`src/rtl/hermes_pkg.sv`:
```
// hermes_pkg: shared types for the Hermes link transmitter.
//   tx_fsm_t : one-hot packet framing state (IDLE, SIZE, PAYLOAD, LAST).
package hermes_pkg;

  typedef enum logic [3:0] {
    ST_IDLE    = 4'b0001,
    ST_SIZE    = 4'b0010,
    ST_PAYLOAD = 4'b0100,
    ST_LAST    = 4'b1000
  } tx_fsm_t;

endpackage

```
`src/rtl/hermes_tx_fifo.sv`:
```
// hermes_tx_fifo: circular staging FIFO with registered full/empty flags.
// Ports:
//   clk_i, rst_i   : clock, synchronous active-high reset
//   push_i, wdata_i: write strobe (caller guarantees !full_o) and write data
//   pop_i          : read strobe (caller guarantees !empty_o)
//   rdata_o        : head entry (buffer[tail])
//   full_o, empty_o: occupancy flags
module hermes_tx_fifo #(
  parameter int BUFFER_SIZE = 4,
  parameter int FLIT_SIZE   = 32
) (
  input  logic                 clk_i,
  input  logic                 rst_i,
  input  logic                 push_i,
  input  logic [FLIT_SIZE-1:0] wdata_i,
  input  logic                 pop_i,
  output logic [FLIT_SIZE-1:0] rdata_o,
  output logic                 full_o,
  output logic                 empty_o
);

  localparam int PTR_W = $clog2(BUFFER_SIZE);

  logic [FLIT_SIZE-1:0] mem [BUFFER_SIZE];
  logic [PTR_W-1:0]     head, tail;
  logic [PTR_W-1:0]     head_nxt, tail_nxt;

  // Power-of-two depth: pointers wrap by natural overflow.
  assign head_nxt = head + PTR_W'(1);
  assign tail_nxt = tail + PTR_W'(1);
  assign rdata_o  = mem[tail];

  // Storage is intentionally not reset.
  always_ff @(posedge clk_i) begin
    if (push_i) mem[head] <= wdata_i;
  end

  always_ff @(posedge clk_i) begin
    if (rst_i) begin
      head    <= '0;
      tail    <= '0;
      full_o  <= 1'b0;
      empty_o <= 1'b1;
    end else begin
      if (push_i) head <= head_nxt;
      if (pop_i)  tail <= tail_nxt;
      // Simultaneous push and pop keeps occupancy, so flags hold.
      if (push_i && !pop_i) begin
        empty_o <= 1'b0;
        if (head_nxt == tail) full_o <= 1'b1;
      end else if (pop_i && !push_i) begin
        full_o <= 1'b0;
        if (tail_nxt == head) empty_o <= 1'b1;
      end
    end
  end

endmodule

```
`src/rtl/hermes_tx.sv`:
```
// hermes_tx: credit-based Hermes link transmitter with packet framing monitor.
// Optional feature macro: HERMES_TX_STATS_EN (enables pkt/flit counters).
// Ports:
//   clk_i, rst_i                      : clock, synchronous active-high reset
//   pe_valid_i, pe_data_i, pe_ready_o : producer valid/ready push interface
//   tx_o, data_o, credit_i            : Hermes link, transfer on tx_o && credit_i
//   busy_o                            : framing FSM outside IDLE
//   pkt_done_o, err_size_o            : registered one-cycle event pulses
//   pkt_cnt_o, flit_cnt_o             : statistics (0 when stats disabled)
//
// state      | meaning
// ST_IDLE    | waiting for a header flit to transfer
// ST_SIZE    | header sent, next transfer is the size flit
// ST_PAYLOAD | payload flits remain, more than one left
// ST_LAST    | exactly one payload flit remains
module hermes_tx
  import hermes_pkg::*;
#(
  parameter int BUFFER_SIZE = 4,
  parameter int FLIT_SIZE   = 32
) (
  input  logic                 clk_i,
  input  logic                 rst_i,
  input  logic                 pe_valid_i,
  input  logic [FLIT_SIZE-1:0] pe_data_i,
  output logic                 pe_ready_o,
  output logic                 tx_o,
  output logic [FLIT_SIZE-1:0] data_o,
  input  logic                 credit_i,
  output logic                 busy_o,
  output logic                 pkt_done_o,
  output logic                 err_size_o,
  output logic [31:0]          pkt_cnt_o,
  output logic [31:0]          flit_cnt_o
);

  logic                 full, empty, push, xfer;
  logic                 done_set, err_set;
  logic [FLIT_SIZE-1:0] flit_cntr;
  tx_fsm_t              state, state_nxt;

  assign pe_ready_o = !full;
  assign tx_o       = !empty;
  assign push       = pe_valid_i && !full;
  assign xfer       = tx_o && credit_i;

  hermes_tx_fifo #(
    .BUFFER_SIZE (BUFFER_SIZE),
    .FLIT_SIZE   (FLIT_SIZE)
  ) u_fifo (
    .clk_i   (clk_i),
    .rst_i   (rst_i),
    .push_i  (push),
    .wdata_i (pe_data_i),
    .pop_i   (xfer),
    .rdata_o (data_o),
    .full_o  (full),
    .empty_o (empty)
  );

  always_ff @(posedge clk_i) begin
    if (rst_i) begin
      state     <= ST_IDLE;
      flit_cntr <= '0;
    end else begin
      state <= state_nxt;
      if (xfer) begin
        if (state == ST_SIZE) flit_cntr <= data_o;
        else if (state == ST_PAYLOAD || state == ST_LAST) flit_cntr <= flit_cntr - FLIT_SIZE'(1);
      end
    end
  end

  // ST_LAST stands for "flit_cntr == 1", so the final payload transfer
  // needs no compare on the counter.
  always_comb begin
    state_nxt = state;
    case (state)
      ST_IDLE:    if (xfer) state_nxt = ST_SIZE;
      ST_SIZE:
        if (xfer) begin
          if (data_o == '0)                  state_nxt = ST_IDLE;
          else if (data_o == FLIT_SIZE'(1))  state_nxt = ST_LAST;
          else                               state_nxt = ST_PAYLOAD;
        end
      ST_PAYLOAD: if (xfer && flit_cntr == FLIT_SIZE'(2)) state_nxt = ST_LAST;
      ST_LAST:    if (xfer) state_nxt = ST_IDLE;
      default:    state_nxt = ST_IDLE;
    endcase
  end

  always_comb begin
    busy_o   = (state != ST_IDLE);
    err_set  = xfer && (state == ST_SIZE) && (data_o == '0);
    done_set = err_set || (xfer && (state == ST_LAST));
  end

  always_ff @(posedge clk_i) begin
    if (rst_i) begin
      pkt_done_o <= 1'b0;
      err_size_o <= 1'b0;
    end else begin
      pkt_done_o <= done_set;
      err_size_o <= err_set;
    end
  end

`ifdef HERMES_TX_STATS_EN
  logic [31:0] pkt_cnt_q, flit_cnt_q;

  always_ff @(posedge clk_i) begin
    if (rst_i) begin
      pkt_cnt_q  <= '0;
      flit_cnt_q <= '0;
    end else begin
      if (done_set) pkt_cnt_q  <= pkt_cnt_q + 32'd1;
      if (xfer)     flit_cnt_q <= flit_cnt_q + 32'd1;
    end
  end

  assign pkt_cnt_o  = pkt_cnt_q;
  assign flit_cnt_o = flit_cnt_q;
`else
  assign pkt_cnt_o  = '0;
  assign flit_cnt_o = '0;
`endif

endmodule

```
`config.mk`:
```
export PLATFORM = sky130hd
export DESIGN_NAME = hermes_tx
export DESIGN_NICKNAME = d
export VERILOG_FILES = /design/src/rtl/hermes_pkg.sv /design/src/rtl/hermes_tx_fifo.sv /design/src/rtl/hermes_tx.sv
export SDC_FILE = /design/constraint.sdc
export NUM_CORES = 1
export LEC_CHECK = 0
export BUFFER_PORTS_ARGS = -buffer_cell sky130_fd_sc_hd__buf_2
export CELL_PAD_IN_SITES_DETAIL_PLACEMENT = 0
export CELL_PAD_IN_SITES_GLOBAL_PLACEMENT = 1
export CORE_MARGIN = 1.5
export CORE_UTILIZATION = 49
export CTS_CLUSTER_SIZE = 25
export DETAILED_ROUTE_END_ITERATION = 7
export PLACE_DENSITY = 0.89
export SLEW_MARGIN = 20
export SYNTH_ARGS = -nofsm -noshare
export SYNTH_HDL_FRONTEND = slang
export SYNTH_SLANG_ARGS = --single-unit
```
`constraint.sdc`:
```
create_clock -name clk_i -period 4.9 [get_ports clk_i]
set_input_delay 0.98 -clock clk_i [delete_from_list [all_inputs] [get_ports clk_i]]
set_output_delay 0.98 -clock clk_i [all_outputs]
set_load 0.005 [all_outputs]
```
---- Word level (Yosys, flattened, before mapping) ----
Memories as Yosys holds them, arrays and structs flattened. A register that Yosys moved wholly into a read port is not among the register bits.
Cells that the tools add are included.
word-level totals
  memories ................................ 1
  input port bits ......................... 36
  register bits ........................... 44
  logic and storage cells ................. 67
  output and inout port bits .............. 101
  RAM bits ................................ 128
memories
  name        words  bits a word  rd ports  clocked after Yosys merged registers in  wr ports  RTL line              source
  u_fifo.mem  4      32           1         1                                        1         hermes_tx_fifo.sv:24  logic [FLIT_SIZE-1:0] mem [BUFFER_SIZE];
operators by class
  mux-type cells .......................... 19
  reduce and logical (&&, ||, !) cells .... 22
  add/subtract/negate cells ............... 3
  eq/ne operators ......................... 14
operator list
  cell                   number
  $mux 32                2
  $eq 32x1->1 const B    1
  $eq 32x2->1 const B    1
  $logic_not 32->1       1
  $sub 32x1->32 const B  1
  $mux 4                 6
  $pmux 4 s4             1
  $logic_and 1x1->1      8
  $mux 1                 8
  $ne 2x1->1 const B     4
  $reduce_and 2->1       3
  $reduce_bool 2->1      3
  $add 2x1->2 const B    2
  $eq 2x2->1             2
  $eq 4x1->1 const B     1
  $eq 4x2->1 const B     1
  $eq 4x3->1 const B     1
  $eq 4x4->1 const B     1
  $logic_not 1->1        4
  $mux 2                 2
  $ne 4x1->1 const B     1
  $reduce_and 4->1       1
  $logic_or 1x1->1       2
  $ne 2x2->1 const B     1

---- Longest topological paths before layout ----
  word-level depth ........................ 6
  mapped depth ............................ 8
  depth with buffers taken out ............ 7

---- Modules after synthesis ----
Synthesis repeated with hierarchy kept, for this count alone.
second synthesis, totals
  cell total of the unflattened synthesis .. 612
  area, all modules ....................... 8095.3 um2
by module, submodules not included
  module          cells an instance  area an instance (um2)  instances  seq. area each (um2)
  hermes_tx_fifo  213                5082.4                  1          4003.8
  hermes_tx       399                3012.9                  1          760.7

---- Worst setup path after synthesis ----
OpenSTA, ideal clock, no wires.
  kind .................................... input to register
  from .................................... in pe_valid_i
  to ...................................... mem u_fifo.mem[0][0], enable pin
  stages on the path ...................... 3
  path buffers ............................ 1
  path slack .............................. 2.331 ns
  arrival ................................. 2.177 ns
  required time ........................... 4.508 ns
  library setup time ...................... 0.392 ns
  cell sequence ........................... nor2b_1 -> clkbuf_1 -> and2_1
between the ends
  longest elaborated chain between the ends .. 3
ends and longest elaborated chain
  item                          RTL line              source
  from (decl)                   hermes_tx.sv:24       input logic pe_valid_i,
  $logic_and 1x1->1             hermes_tx.sv:44       assign push = pe_valid_i && !full;
  named net push                hermes_tx.sv:37       logic full, empty, push, xfer;
  $mux 1                        hermes_tx_fifo.sv:35  if (push_i) mem[head] <= wdata_i;
  $mux 1 (not written as such)  hermes_tx_fifo.sv:35
  to (decl)                     hermes_tx_fifo.sv:24
The timed path passes the listed nets, and every way through them passes these cells.

==> flow_summary.json <==
{
  "status": "finished, final reports clean",
  "synth_cell_types": 56,
  "finClkSkew_ps": 6.11,
  "p_sw_mw": 0.799,
  "synth_area_per_cell_sq_um": 13.1,
  "regArea_sq_um": 4770,
  "drive_gt1_share_pct": 21.5,
  "initial_utilization_pct": 50.0,
  "vdd_ir_drop_max_v": 0.000309,
  "drv_slew": 0,
  "setup_viol": 0,
  "seqPwrFrac_pct": 51.1,
  "drc": 0,
  "ys_ff_latch": 174,
  "path_clk_slew_ps": 60,
  "firstDrtPassIters": 5,
  "routed_wl_um": 16600,
  "synth-xor-area-share_pct": 0.664,
  "synth-edff-count": 128,
  "fp.dieArea_sq_um": 16900,
  "fmax_ghz": 0.307,
  "start_kind": "flop",
  "cp_max_fo": 15,
  "ys_seq_area_share_pct": 60.2,
  "first_global_vias": 4895,
  "cts_tree": "built",
  "slew_headroom_pct": 29.5,
  "final_common_cell": "edfxtp_1",
  "finalSetupTns_ps": 0,
  "p_sw_share_pct": 24.1,
  "dr.first_iter.drc_count": 433,
  "ctsHtreeMaxLevel": 4,
  "ant_nets": 0,
  "yosys.area.top_type": "edfxtp_1",
  "clk_latency_ps": 430,
  "p_clk_share_pct": 38.6,
  "clock_sinks": 174,
  "ys_top_cells_by_area": "edfxtp_1 (49%), dfxtp_1 (12%), mux4_2 (6.8%), buf_4 (6.2%), mux4_1 (2.7%)",
  "required_ps": 3920,
  "finalCritPeriodShare_pct": 66.4,
  "power.internal_mw": 2.51,
  "rows": 46,
  "synthAdderAreaFrac_pct": 1.26,
  "hold_buffers": 0,
  "layout.cells.most_common_list": "edfxtp_1 (128), buf_2 (72), conb_1 (64)",
  "synth.area.mux_share_pct": 9.86,
  "hpwlAfterDp_um": 10600,
  "multi_input_area_sq_um": 2720,
  "post-route-util_pct": 55.8,
  "ys_async_sr_fraction_pct": 0,
  "dpl_cell_area_sq_um": 8270,
  "synth_compound_gate_area_share_pct": 8.85,
  "dr_total_vias": 5136,
  "yosys_most_used_dff": "edfxtp_1",
  "place_congestion": 0.831,
  "die_w_um": 130,
  "numCtsBuffers": 17,
  "crit_arrival_ps": 2280,
  "routed_via_density": 5.68,
  "grt_overflow_total": 0,
  "synth_cells": 603,
  "power_mw": 3.31,
  "cts_buffer_depth": 2,
  "synth_simple_gate_area_share_pct": 10.6,
  "rsz0062_at_grt": "no",
  "critPathCaptureType": "output port",
  "cts_setup_buffers": 0,
  "fin_area_sq_um": 8840,
  "synth_top_area_share_pct": 48.5,
  "comb_power_share_pct": 10.3,
  "power.density_nw_per_um2": 375,
  "yosys_warnings": 0,
  "synthToLayoutAreaGrowth_pct": 11.6,
  "post_cts_resized": 0,
  "core-area_sq_um": 15800,
  "syn_area_sq_um": 7920,
  "hold_viol_final": 0,
  "maxCapViolations": 0,
  "fillers": 1268,
  "synth_top_family_by_area": "simple AND/OR/NAND/NOR gates",
  "die_h_um": 130,
  "place.port_buffers": 72,
  "hold_class": "flop to flop",
  "cts-root-buf": "clkbuf_16",
  "tightestPinTransition_ps": 1050,
  "worst-setup-path-type": "flop to output port",
  "antenna_found_initial": 0,
  "ios": 137,
  "grt_max_degree": 47,
  "nets": 719,
  "min_period_ps": 3260,
  "post_drt_wl_per_cell_um": 18.3,
  "p_leak_nw": 3.21,
  "grt_usage_pct": 20.4,
  "grt_pass1_wl_um": 25900
}
## per-stage QoR
step | hold slack (ps) | instances | setup WS [ps]
floorplan | 432 | 666 | 2330
global placement | 441 | 872 | 1630
detailed placement | 450 | 872 | 1610
CTS | 463 | 904 | 1570
global route | 483 | 904 | 1410
finish | 461 | 905 | 1640
## synth_stat cells, types with 8 or more instances
library cell,instances
edfxtp_1,128
buf_4,65
dfxtp_1,46
nor2_1,46
nand2_1,32
o21ai_0,25
mux4_2,24
clkbuf_1,22
a21oi_1,21
nor3_1,18
nor4_1,16
inv_1,15
a22oi_1,10
a211oi_1,8
ha_1,8
mux4_1,8
nand3_1,8
## power by group through the flow
stage	Combinational [mW]	Clock [mW]	Sequential (mW)
final	0.340	1.28	1.69
after global routing	0.376	1.36	1.70
after CTS	0.343	1.30	1.69
after detailed placement	0.341	0	1.73
after global placement	0.333	0	1.72
after floorplan	0.251	0	1.71
## worst paths after layout
check                                   start       endpoint  slack [ps]  depth (start not counted)
worst min register to register  flit_cntr[10]  flit_cntr[10]         460                          2
worst max-delay path                     flop     data_o[28]        1640                          3
worst max register to register           flop       state[3]        1650                          7
worst min-delay path            flit_cntr[10]  flit_cntr[10]         460                          2
## routing by layer
layer  routed length, um  up-vias  track usage (%)
li1                    -     2332                -
met1                6920     2540             25.9
met2                8180      235             32.9
met3                1070       29             5.29
met4                 400        0             9.48
met5                   0        -                0
## registers in the layout, summed over array words and instances (netlist names), named ones only
register and count:
pkt_done_o 1, u_fifo.empty_o 1, err_size_o 1, u_fifo.tail 2
u_fifo.head 2, flit_cntr 32, u_fifo.mem 128, u_fifo.full_o 1
state 4
## final cells by class
type | count | share of cell area [%]
inverter | 15 | 0.637
timing repair buffer | 83 | 5.15
clock buffer | 19 | 4.90
sequential | 174 | 53.9
tap | 216 | 3.06
clock inverter | 13 | 1.47
antenna | 1 | 0.0283
multi-input combinational | 384 | 30.8
## logic make-up after synthesis
| logic type | count (synthesis) |
|---|---|
| other cells | 1 |
| fa+ha+maj | 8 |
| buf+inv | 108 |
| flops | 174 |
| xor+xnor | 6 |
| simple gates | 164 |
| compound gates | 107 |
| mux | 35 |
## worst max-delay path: stages, from the launching register on
cell,delay [ps]
dfxtp_2,700
buf_4,330
mux4_1,650
buf_2,160
No activity file was read; power rests on OpenSTA's default activity.
